### config.mk
export PLATFORM = sky130hd
export DESIGN_NAME = mem_arbiter
export DESIGN_NICKNAME = d
export VERILOG_FILES = /design/src/rtl/mem_arbiter.sv
export SDC_FILE = /design/constraint.sdc
export NUM_CORES = 1
export LEC_CHECK = 0
export BUFFER_PORTS_ARGS = -buffer_cell sky130_fd_sc_hd__buf_2
export CORE_MARGIN = 2
export CORE_UTILIZATION = 41
export DETAILED_ROUTE_END_ITERATION = 8
export GPL_TIMING_DRIVEN = 0
export PLACE_DENSITY = 0.76
export SKIP_LAST_GASP = 1
export SYNTH_ARGS = -nofsm -noshare
export SYNTH_HDL_FRONTEND = slang
export SYNTH_SLANG_ARGS = --single-unit
### constraint.sdc
create_clock -name clk -period 1.6 [get_ports clk]
set_input_delay 0.16 -clock clk [delete_from_list [all_inputs] [get_ports clk]]
set_output_delay 0.16 -clock clk [all_outputs]
set_load 0.02 [all_outputs]
### src/rtl/mem_arbiter.sv
// Two-port arbiter for the shared data-memory port: one access at a time, issue -> read wait -> response.
// Define MEM_ARB_ADDR_CHECK_EN to reject accesses at or above MEM_BYTES (granted, no memory strobe, err pulse).
//
// state | meaning
// IDLE  | sample requests, pick a winner, latch its command
// ISSUE | drive memory port for one cycle, pulse winner's gnt
// WAIT  | read latency count-down, capture mem_dout on terminal count
// RESP  | pulse winner's rvalid
module mem_arbiter #(
  parameter int RD_LAT    = 1,
  parameter int MEM_BYTES = 4096
) (
  input  logic        clk,
  input  logic        Rst,
  input  logic        prog,
  input  logic        m0_req,
  input  logic        m0_we,
  input  logic [3:0]  m0_be,
  input  logic [31:0] m0_addr,
  input  logic [31:0] m0_wdata,
  output logic        m0_gnt,
  output logic        m0_rvalid,
  output logic [31:0] m0_rdata,
  input  logic        m1_req,
  input  logic        m1_we,
  input  logic [3:0]  m1_be,
  input  logic [31:0] m1_addr,
  input  logic [31:0] m1_wdata,
  output logic        m1_gnt,
  output logic        m1_rvalid,
  output logic [31:0] m1_rdata,
  output logic        mem_wea,
  output logic [3:0]  mem_en,
  output logic [31:0] mem_addr,
  output logic [31:0] mem_din,
  input  logic [31:0] mem_dout,
  output logic        err
);

  typedef enum logic [1:0] {IDLE, ISSUE, WAIT, RESP} state_e;

`ifdef MEM_ARB_ADDR_CHECK_EN
  localparam bit CHECK_EN = 1'b1;
`else
  localparam bit CHECK_EN = 1'b0;
`endif
  localparam logic [31:0] ADDR_LIMIT = 32'(MEM_BYTES);

  state_e      state_q;
  logic        last_q, win_q, we_q, rej_q;
  logic [1:0]  cnt_q;
  logic [1:0]  gnt_q, rvalid_q;
  logic        wea_q, err_q;
  logic [3:0]  en_q;
  logic [31:0] addr_q, din_q, rdata0_q, rdata1_q;

  logic        win_d, sel_we, rej_d;
  logic [3:0]  sel_be;
  logic [31:0] sel_addr, sel_wdata;

  // prog gives requester 1 strict priority; otherwise ties go to the port not granted last
  always_comb begin
    if (prog && m1_req)        win_d = 1'b1;
    else if (m0_req && m1_req) win_d = ~last_q;
    else                       win_d = m1_req;
    sel_we    = win_d ? m1_we    : m0_we;
    sel_be    = win_d ? m1_be    : m0_be;
    sel_addr  = win_d ? m1_addr  : m0_addr;
    sel_wdata = win_d ? m1_wdata : m0_wdata;
    rej_d     = CHECK_EN && (sel_addr >= ADDR_LIMIT);
  end

  always_ff @(posedge clk or negedge Rst) begin
    if (!Rst) begin
      state_q  <= IDLE;
      last_q   <= 1'b1;
      win_q    <= 1'b0;
      we_q     <= 1'b0;
      rej_q    <= 1'b0;
      cnt_q    <= '0;
      gnt_q    <= '0;
      rvalid_q <= '0;
      wea_q    <= 1'b0;
      err_q    <= 1'b0;
      en_q     <= '0;
      addr_q   <= '0;
      din_q    <= '0;
      rdata0_q <= '0;
      rdata1_q <= '0;
    end else begin
      gnt_q    <= '0;
      rvalid_q <= '0;
      wea_q    <= 1'b0;
      en_q     <= '0;
      err_q    <= 1'b0;
      case (state_q)
        IDLE: begin
          if (m0_req || m1_req) begin
            win_q  <= win_d;
            we_q   <= sel_we;
            rej_q  <= rej_d;
            last_q <= win_d;
            addr_q <= sel_addr;
            if (sel_we) din_q <= sel_wdata;
            gnt_q  <= win_d ? 2'b10 : 2'b01;
            wea_q  <= sel_we && !rej_d;
            en_q   <= rej_d ? 4'h0 : (sel_we ? sel_be : 4'hF);
            err_q  <= rej_d;
            state_q <= ISSUE;
          end
        end
        ISSUE: begin
          if (we_q) begin
            state_q <= IDLE;
          end else begin
            cnt_q   <= 2'(RD_LAT - 1);
            state_q <= WAIT;
          end
        end
        WAIT: begin
          if (cnt_q == 2'd0) begin
            if (win_q) rdata1_q <= rej_q ? 32'hDEADBEEF : mem_dout;
            else       rdata0_q <= rej_q ? 32'hDEADBEEF : mem_dout;
            rvalid_q <= win_q ? 2'b10 : 2'b01;
            state_q  <= RESP;
          end else begin
            cnt_q <= cnt_q - 2'd1;
          end
        end
        RESP:    state_q <= IDLE;
        default: state_q <= IDLE;
      endcase
    end
  end

  assign m0_gnt    = gnt_q[0];
  assign m1_gnt    = gnt_q[1];
  assign m0_rvalid = rvalid_q[0];
  assign m1_rvalid = rvalid_q[1];
  assign m0_rdata  = rdata0_q;
  assign m1_rdata  = rdata1_q;
  assign mem_wea   = wea_q;
  assign mem_en    = en_q;
  assign mem_addr  = addr_q;
  assign mem_din   = din_q;
  assign err       = err_q;

endmodule

==> metrics <==
setup violators final 101; Critical Path Start Type flip-flop; final worst-path setup slack -0.223 ns; initial DRC count 327; routed len/inst 18.3 µm; Commonest cells post-synth dfrtp_1, mux2_2, nor2_1; Critical Path End mem_din[14]; syn nets 622; fraction of layout cells with a size suffix above 1 0.630; Simple-Gate Fraction of Synth Area 0.0408; most common cell in the synthesized netlist dfrtp_1; vias 5467; Synth area leaders dfrtp_1, mux2_2, mux2_4; Reg area 0.00361 mm²; die area 0.0162 mm²; Initial Util 0.414; area leader, netlist dfrtp_1; initial antenna violation count 0; CTS clk-pin slew, worst paths 0.06 ns; Synth cell types 32; Worst Hold Slack 0.0118 ns; area share of the largest cell type after synthesis 0.575; final hold viol count 0; worst r2r src last_q; max-cap violations 0; Worst R2R Path Depth 5; DIE WIDTH 127 µm; Fillers 1043; R2R Path End mem_din[14]; WL final 20.0 mm; min-delay worst type input port to flip-flop; failing checks negative setup slack; GRT overflow 0; Post-Syn Area 0.00622 mm²; Synth Area in Compound Gates 0.0937; first-pass GRT wire length 29.4 mm; Yosys reg bits 144; Max VDD drop 1.08 mV; nets 1071; Worst R2R Setup Slack -0.22 ns; Peak Freq 0.548 GHz; EDFF count, synth 0; TritonCTS clock tree built; asr flop ratio synth 1.00; Leak 5.17 nW; clk_lat worst skew 0.42 ns; Syn-to-layout area delta 66.8%; RePlAce Congestion 0.808; IO buf count 311; Required @ worst endpoint 1.90 ns; critical path capture point type flip-flop; CP Launch Point last_q; CTS root buf clkbuf_16; area share of fa/ha/maj cells after synthesis 0.00201; Final min period 1.82 ns; Pre-Repair DR Iteration Count 4; multi-input combinational cell area 0.00270 mm²; RSZ-0062 raised after global routing yes; Crit Path Max Fanout 10; Antenna Violating Nets Remaining 0; htree depth 4; I/O Pins 313; dpl hpwl 11.9 mm; DR vias/cell 4.99; FP Rows 45; XOR/XNOR share of the synthesized area 0; largest net degree at the start of global routing 96; Post-Syn Instances 446; total core area 0.0150 mm²; sequential area share after synthesis 0.580; diode count 0; drc violations 0; Die Span Y 127 µm; Setup CP Type flip-flop to flip-flop; setup_tns -13.07 ns; Final Slew Violations 0; average size of a mapped cell 13.9 µm²; status complete, but fails checks; synth warn 0; post-synthesis mux area share 0.249; final worst path period share 1.14; Total GRT Usage 0.236; main combinational cell family by area after synthesis multiplexers; number of global-route vias before repair 5733; Pwr per Cell Area 2020 mW/mm²; CTS max path bufs 2; CTS Sinks 144; TritonCTS Buffers 17; Final Skew 0.00577 ns; Arr. time, crit path 2.12 ns; Synth Flop Type dfrtp_1
-- per-stage QoR --
stage	setup WS (ns)	total power, mW	utilization	area, µm²	cells
after detailed placement	-0.255	14.9	0.536	8060	946
after global routing	-0.278	21.9	0.690	10400	1096
after global placement	-1.71	14.7	0.534	8030	945
after floorplan	-0.0851	12.0	-	6240	446
after CTS	-0.178	20.3	0.670	10100	1087
final	-0.223	20.9	0.690	10400	1096
-- critical path: stages (launching register included) --
cell and delay [ns]:
dfstp_2 0.55, nand3b_1 0.15, nand2_4 0.21, buf_6 0.18
mux2_2 0.34, mux2_4 0.27
-- cell usage in the layout (no fill, tap or decap), types with 2 or more instances in the layout --
cell type	instances
buf_8	10
inv_1	7
o2bb2ai_2	8
dfrtp_1	141
clkinv_2	5
nand2b_1	2
nand2_1	4
a21oi_1	34
dlygate4sd3_1	74
mux2_2	64
nor3b_1	3
buf_16	3
nor2_1	36
nand2_4	2
buf_2	313
inv_2	2
a21o_1	2
clkinvlp_4	2
o2bb2ai_1	23
buf_12	10
clkbuf_16	21
clkbuf_4	2
nor2_4	2
buf_6	16
bufinv_16	2
clkbuf_2	2
dfrtp_2	2
a311oi_1	4
mux2_4	64
nand3_4	2
buf_4	23
inv_6	3
-- sequential cells by signal (all words and copies together), names as in the netlist, 2 cells and up, named ones only --
name	flops
m0_rdata	32
rvalid_q	2
mem_addr	32
gnt_q	2
mem_en	4
mem_din	32
cnt_q	2
m1_rdata	32
-- final cells by class --
class / count / area share
sequential: 144 / 0.348
clock inverter: 13 / 0.0130
multi-input combinational: 266 / 0.261
timing repair buffer: 432 / 0.282
clock buffer: 19 / 0.0427
inverter: 9 / 0.00326
buffer: 25 / 0.0281
tap: 188 / 0.0227
-- where the power goes --
part | internal (mW) | leakage (nW) | switching [mW] | total [mW]
sequential | 5.48 | 1.69 | 0.992 | 6.47
combinational | 5.03 | 3.20 | 5.53 | 10.6
clock | 2.34 | 0.284 | 1.57 | 3.91
-- kinds of logic (layout without fill, tap and decap cells) --
group                    count (synthesis)  in the layout
AO/OA/AOI/OAI                           79             79
adder cells (fa/ha/maj)                  1              1
other                                    1              1
flip-flops                             144            144
buffers and inverters                   37            498
AND/OR/NAND/NOR                         56             57
multiplexers                           128            128
-- what timing repair did --
action / CTS / global route
gates cloned: 6 / 4
gates resized for setup: 74 / 66
setup endpoints to repair: 132 / 133
hold buffers: 74 / 0
setup buffers: 29 / 13
hold endpoints to repair: 145 / 0
pin swaps: 4 / 14
-- metal layers --
| layer | wire length (µm) | global-route usage | up-vias |
|---|---|---|---|
| met5 | 0 | 0 | - |
| met4 | 638 | 0.115 | 0 |
| met3 | 1210 | 0.0674 | 46 |
| met2 | 10700 | 0.428 | 244 |
| met1 | 7450 | 0.253 | 2682 |
| li1 | - | - | 2495 |
-- worst min path at each step --
stage	startpoint	end	slack, ns	cells after the start
2_1_floorplan	Rst	asynchronous set/reset pin	-0.14	0
3_3_place_gp	m1_addr[4]	mem_addr[4]	0.37	2
3_5_place_dp	Rst	m0_rdata[24]	0.12	1
4_1_cts	m0_addr[30]	mem_addr[30]	0.0003	3
5_1_grt	m0_addr[30]	mem_addr[30]	0.002	3
6_report	m0_addr[20]	mem_addr[20]	0.01	3
No activity file was read; power rests on OpenSTA's default activity.
